## src/rtl/imm_gen_pipe.sv

```systemverilog
// Pipelined immediate generator: decodes and extends the immediate of a 32-bit instruction to XLEN bits.
// Latency: 1 cycle from accept to out_* when the output stage is empty or draining.
// Backpressure: 2-entry (output + skid) buffer; in_ready is registered (!skid valid), never combinational from out_ready.
module imm_gen_pipe #(
  parameter int XLEN = 32
) (
  input  logic            clk,
  input  logic            rst,
  input  logic            flush,
  input  logic            in_valid,
  output logic            in_ready,
  input  logic [31:0]     in_instr,
  input  logic [2:0]      in_extop,
  output logic            out_valid,
  input  logic            out_ready,
  output logic [XLEN-1:0] out_imm,
  output logic [31:0]     out_instr,
  output logic            out_err
);

  // One held pipeline entry: extended immediate, the instruction it came from, reserved-format flag.
  typedef struct packed {
    logic [XLEN-1:0] imm;
    logic [31:0]     instr;
    logic            err;
  } ent_t;

  // Format decode; the leading sign replication absorbs the XLEN difference so no width is ever truncated.
  function automatic logic [XLEN-1:0] ext_imm(input logic [31:0] i, input logic [2:0] op);
    logic [XLEN-1:0] w;
    w = '0;
    case (op)
      3'b000:  w = {{(XLEN-11){i[31]}}, i[30:20]};
      3'b001:  w = {{(XLEN-31){i[31]}}, i[30:12], 12'b0};
      3'b010:  w = {{(XLEN-11){i[31]}}, i[30:25], i[11:7]};
      3'b011:  w = {{(XLEN-12){i[31]}}, i[7], i[30:25], i[11:8], 1'b0};
      3'b100:  w = {{(XLEN-20){i[31]}}, i[19:12], i[20], i[30:21], 1'b0};
      3'b101:  w = {{(XLEN-5){1'b0}}, i[19:15]};
      3'b110:  w = (XLEN == 64) ? {{(XLEN-6){1'b0}}, i[25:20]} : {{(XLEN-5){1'b0}}, i[24:20]};
      default: w = '0;
    endcase
    return w;
  endfunction

  ent_t out_ent_q, out_ent_d;
  ent_t skid_ent_q, skid_ent_d;
  logic out_vld_q, out_vld_d;
  logic skid_vld_q, skid_vld_d;
  ent_t new_ent;
  logic accept;
  logic fire;

  assign in_ready  = !skid_vld_q;
  assign out_valid = out_vld_q;
  assign out_imm   = out_ent_q.imm;
  assign out_instr = out_ent_q.instr;
  assign out_err   = out_ent_q.err;

  // Next-state of the output/skid pair; flush wins over everything, then drain skid, then direct load, then park in skid.
  always_comb begin
    out_ent_d      = out_ent_q;
    skid_ent_d     = skid_ent_q;
    out_vld_d      = out_vld_q;
    skid_vld_d     = skid_vld_q;
    new_ent.imm    = ext_imm(in_instr, in_extop);
    new_ent.instr  = in_instr;
    new_ent.err    = (in_extop == 3'b111);
    accept         = in_valid && !skid_vld_q;
    fire           = out_vld_q && out_ready;
    if (flush) begin
      out_ent_d  = '0;
      skid_ent_d = '0;
      out_vld_d  = 1'b0;
      skid_vld_d = 1'b0;
    end else if (fire && skid_vld_q) begin
      out_ent_d = skid_ent_q;
      if (accept) begin
        skid_ent_d = new_ent;
      end else begin
        skid_vld_d = 1'b0;
      end
    end else if ((fire || !out_vld_q) && !skid_vld_q) begin
      if (accept) begin
        out_ent_d = new_ent;
        out_vld_d = 1'b1;
      end else begin
        out_vld_d = 1'b0;
      end
    end else if (out_vld_q && !fire && accept) begin
      skid_ent_d = new_ent;
      skid_vld_d = 1'b1;
    end
  end

  // State registers with synchronous reset.
  always_ff @(posedge clk) begin
    if (rst) begin
      out_ent_q  <= '0;
      skid_ent_q <= '0;
      out_vld_q  <= 1'b0;
      skid_vld_q <= 1'b0;
    end else begin
      out_ent_q  <= out_ent_d;
      skid_ent_q <= skid_ent_d;
      out_vld_q  <= out_vld_d;
      skid_vld_q <= skid_vld_d;
    end
  end

endmodule
```

## config.mk

```make
export PLATFORM = sky130hd
export DESIGN_NAME = imm_gen_pipe
export DESIGN_NICKNAME = d
export VERILOG_FILES = /design/src/rtl/imm_gen_pipe.sv
export SDC_FILE = /design/constraint.sdc
export NUM_CORES = 1
export LEC_CHECK = 0
export ABC_AREA = 1
export ABC_CLOCK_PERIOD_IN_PS = 1620
export CORE_MARGIN = 5
export CORE_UTILIZATION = 40
export CTS_CLUSTER_SIZE = 40
export DETAILED_ROUTE_END_ITERATION = 10
export GPL_ROUTABILITY_DRIVEN = 1
export PLACE_DENSITY_LB_ADDON = 0.3
export SLEW_MARGIN = 10
export SYNTH_ARGS = -nofsm -noshare
export SYNTH_HDL_FRONTEND = slang
export SYNTH_SLANG_ARGS = --single-unit
```

## constraint.sdc

```tcl
create_clock -name clk -period 1.62 [get_ports clk]
set_input_delay 0.162 -clock clk [delete_from_list [all_inputs] [get_ports clk]]
set_output_delay 0.162 -clock clk [all_outputs]
set_load 0.02 [all_outputs]
```

## Word-level counts from Yosys, hierarchy flattened

Index checks and enable logic that the tools add are counted.

- Eq/ne operators: 10
- Muxes and demuxes: 12
- Bitwise logic cells: 1
- Reductions and logical operators: 19

Operators with widths:

| operator | count |
|---|---|
| two-way mux 65 bit | 6 |
| one-hot mux 32 bit (7 select lines) | 1 |
| equality test 3 bit, second input constant | 4 |
| equality test 3 x 2 -> 1 bit, second input constant | 2 |
| logical AND 1 bit | 6 |
| != test 2 bit, second input constant | 3 |
| AND reduction 3 bit | 2 |
| nonzero test 2 bit | 3 |
| two-way mux 1 bit | 5 |
| AND reduction 2 bit | 2 |
| equality test 3 x 1 -> 1 bit, second input constant | 1 |
| logical NOT 1 bit | 3 |
| logical NOT 3 bit | 1 |
| OR reduction 2 bit | 1 |
| logical OR 1 bit | 1 |
| inverter 1 bit | 1 |

- Bits in registers: 132
- Input bits: 40
- Output and inout port bits: 67
- Logic and storage cells: 50

## Logic depth before layout (Yosys ltp)

- Depth after elaboration: 7
- Gate-level depth with buffers: 9
- Depth with buffers taken out: 8

## Worst setup path before layout

Ideal clock, no wire load.

- Path kind: register -> register
- Start point: reg out_vld_q (netlist: out_valid)
- End point: reg out_ent_q, in the netlist out_instr[16]
- Setup time: 0.132 ns
- Data arrival time: 1.283 ns
- Required time: 1.488 ns
- Setup slack: 0.205 ns
- Stages on the path, launching flop included: 10
- Path buffers: 2
- Clock period less this slack: 1.415 ns
- Cell sequence: dfxtp_1 > nand2_2 > nor2_8 > inv_2 > buf_6 > buf_6 > nand2_1 > o21ai_0 > nand2_1 > a21oi_1

- Word-level cells in the longest chain between the ends: 5
- Elaborated cells on any way between the ends: 9
- Classes of those cells: mux (1); reduce/logical (8)

Ends and longest elaborated chain:

| what | line | RTL |
|---|---|---|
| from (decl) | 47 | `logic out_vld_q, out_vld_d;` |
| from (signal assigned) | 105 | `out_vld_q <= out_vld_d;` |
| logical AND 1 bit or logical NOT 1 bit (tied branches) | 69, 82 |  |
| logical OR 1 bit | 82 | `end else if ((fire \|\| !out_vld_q) && !skid_vld_q) begin` |
| logical AND 1 bit | 82 |  |
| nonzero test 2 bit (no source line) | -- |  |
| AND reduction 2 bit (no source line) | -- |  |
| to (signal assigned) | 103 | `out_ent_q <= out_ent_d;` |
| to (decl) | 45 | `ent_t out_ent_q, out_ent_d;` |

Several ways; a longest one is shown, not always the timed one.
A chain may end at the register's enable or synchronous reset.

## Final worst setup path

- Start point: reg out_ent_q, in the netlist out_err
- End point: out out_err

RTL lines:

| what | line | RTL |
|---|---|---|
| to (decl) | 18 | `output logic out_err` |

No word-level cell between the ends.

==> impl_metrics.csv <==
group,metric,value,unit
run_status,status,"completed",
detailed_routing,avgViaCountPerCell,4.88,
clock_network,insertion_delay,0.43,ns
clock_network,cts_root_buf,"clkbuf_16",
detailed_routing,drc,0,
placed_design,gp_congestion,0.850,
pwr,powerDensity,1010,nW/um2
clock_network,clock_sinks,132,
worst_hold_path,worstHoldPathCells,3,
sta,finalCritPeriodShare,97.3,%
placed_design,io_buffers,106,
global_routing,globalRouteTotalUtil,19.0,%
global_routing,grt_pass1_wl,27000,um
sta,fin_worst_skew,0.00905,ns
setup_path,cp-start-kind,"flip-flop",
synth,synth_cells,857,
sta,rsz0062_at_grt,"false",
layout,num-fill-cells,1392,
worst_hold_path,min_to,"skid_ent_q[5]$_SDFFE_PP0P_",
floorplanning,core_area,14500,um2
setup_path,critical_path.endpoint_type,"output pin",
global_routing,met1_usage,24.6,%
detailed_routing,initialDrtViolationCount,439,
setup_path,worstPathArrival,1.41,ns
floorplanning,start_util,40.7,%
setup_path,required,1.46,ns
clock_network,hold_buffers,0,
sta,min_period,1.58,ns
layout,areaGrowthSynthToFinish,34.4,%
sta,drv_slew,0,
sta,setup_viol,0,
synth,synthArstFlopShare,0,%
synth,ys_types,25,
setup_path,cp_max_fo,2,
pwr,leakage,3.43,nW
clock_network,cts_buffer_depth,2,
synth,synth_area,5890,um2
sta,worst_pin_slew,0.299,ns
synth,ys.flop_type,"dfxtp_1",
detailed_routing,wl_per_cell,14.1,um
detailed_routing,dr.pass1.iters,4,
setup_path,regToRegEndpoint,"out_instr[18]$_SDFFE_PP0P_",
placed_design,hpwlAfterDp,11100,um
setup_path,worstPathCellList,"clkdlybuf4s50_1",
detailed_routing,totalWireLength,16400,um
setup_path,rr_startpoint,"skid_vld_q$_SDFFE_PP0P_",
floorplanning,rows,44,
sta,hold_viol,0,
global_routing,grt_use_met2,29.9,%
setup_path,slowest_stage,"clkdlybuf4s50_1",
layout,final_layout_size_suffix_gt1_share,9.90,%
clock_network,path_clk_slew,0.06,ns
sta,holdWs,0.389,ns
synth,synth_area_per_cell,6.88,um2
synth,synth-edff-count,0,
layout,diodes,0,
setup_path,crit_type,"reg2out",
detailed_routing,postRouteAntennaNets,0,
global_routing,antenna_found_initial,0,
global_routing,overflow,0,
setup_path,critPathMaxStageDelay,0.65,ns
clock_network,cts_buffers,17,
setup_path,worst_r2r_path_depth,7,
clock_network,h-tree-depth,4,
floorplanning,die_w,131,um
sta,max_freq,634,MHz
synth,yosys_warnings,0,
job,drv_cap,0,
synth,synth_nets,897,
setup_path,cp_top_family,"buffers and inverters",
global_routing,grt_use_met3,6.38,%
floorplanning,fp.dieH,131,um
synth,seq_area_frac_synth,44.8,%
layout,finalNetCount,1007,
placed_design,placed_cells,1132,
worst_hold_path,holdCritPathClass,"in2reg",
worst_hold_path,hp-start,"in_instr[4]",
pwr,peakVddDrop,0.696,mV
sta,relSlewSlack,80.0,%
clock_network,cts_tree,"yes",
detailed_routing,vias,5682,
synth,ys_ff_latch,132,
pwr,power,0.00804,W
global_routing,grt_pass1_vias,5271,
floorplanning,die_area,17300,um2
global_routing,grt_max_degree,55,
global_routing,busiest_layer,"met2",
layout,fin_cells,1164,
setup_path,critPathBufInv,1,
floorplanning,num_io_pins,107,
setup_path,rrSetupSlack,0.18,ns
power breakdown:
group          leakage, nW  internal [W]  switching (W)
Combinational         2.08      0.000398       0.000547
Clock                0.288       0.00230        0.00143
Sequential            1.07       0.00333      0.0000408
Total                 3.43       0.00602        0.00202
state kept, by name, summed over array words and instances (netlist names):
| signal | flops |
|---|---|
| skid_vld_q | 1 |
| out_instr | 32 |
| out_imm | 32 |
| out_err | 1 |
| skid_ent_q | 65 |
| out_valid | 1 |
routing by layer:
metal | share of wire (%) | vias to the layer above
li1 | - | 2948
met1 | 45 | 2562
met2 | 47 | 148
met3 | 6.7 | 24
met4 | 1.5 | 0
met5 | 0 | -
cells in the mapped netlist (2+ instances only):
library cell / instances / share of area [%]
clkbuf_1: 22 / 1.4
nand2_2: 5 / 0.53
o21ai_2: 6 / 0.89
nand2_1: 217 / 14
inv_2: 7 / 0.45
dfxtp_1: 132 / 45
buf_6: 8 / 1.5
nand3_1: 31 / 2.6
inv_1: 88 / 5.6
o21ai_1: 7 / 0.59
buf_2: 21 / 1.8
nor3_1: 7 / 0.59
nor2_8: 2 / 0.68
a21oi_1: 126 / 11
nor2_2: 2 / 0.21
o21ai_0: 95 / 8.1
nor2_1: 72 / 4.6
inv_4: 2 / 0.21
cell usage in the layout (no fill, tap or decap), drive strengths merged:
cell type        n
nand2          223
buf             40
dlygate4sd2      3
inv             97
a21oi          126
clkinv           7
clkdlybuf4s50   98
nor3             7
dlymetal6s2s     5
dfxtp          132
clkbuf          23
nor2            77
nand3           31
bufinv           1
nand4            1
clkinvlp         1
o21ai          108
repair_timing:
item / 4_1_cts / 5_1_grt
gates resized for setup: 3 / 5
endpoints found under the setup margin: 3 / 5
cloned: 0 / 0
buffers inserted: 0 / 0
cell type report:
cell class                      instances  area [um2]  share of cell area, %
Inverter                               97         369                   4.66
Tap cell                              184         230                   2.91
Clock buffer                           23         498                   6.29
Timing Repair Buffer                  146        1520                   19.2
Clock inverter                          9        76.3                  0.963
Multi-Input combinational cell        573        2590                   32.6
Sequential cell                       132        2640                   33.4
metrics by stage:
step	instance area, um2	setup TNS, ns	setup slack, ns	util [%]
after floorplan	5890	0	0.205	-
after global placement	7340	0	0.0150	50.7
after detailed placement	7340	-0.0235	-0.0139	50.7
after CTS	7910	0	0.00757	54.6
after global routing	7920	0	0.00327	54.7
final	7920	0	0.0434	54.7
worst max-delay path by stage:
stage	start	slack [ns]	endpoint	depth (start not counted)
after global placement	in_extop[1]	0.02	skid_ent_q[52]$_SDFFE_PP0P_	8
after global routing	out_imm[20]$_SDFFE_PP0P_	0.003	out_imm[20]	1
after detailed placement	in_extop[0]	-0.01	skid_ent_q[54]$_SDFFE_PP0P_	8
final	out_err$_SDFFE_PP0P_	0.04	out_err	1
after floorplan	out_valid$_SDFFE_PP0P_	0.20	out_instr[16]$_SDFFE_PP0P_	9
after CTS	out_imm[0]$_SDFFE_PP0P_	0.008	out_imm[0]	1
logic make-up (layout without fill, tap and decap cells):
group           Yosys count  in the layout  synth area share [%]
buf+inv                 152            275                  11.4
simple gates            339            339                  23.5
compound gates          234            234                  20.3
flops                   132            132                  44.8
worst reg2reg max path: stages (launching register included):
cell     delay [ns]
dfxtp_1        0.39
inv_4          0.08
nand2_2        0.13
o21ai_2        0.10
nand2_4        0.15
buf_4          0.27
nand2_1        0.09
a21oi_1        0.17
Power figures use the tool's default switching activity.
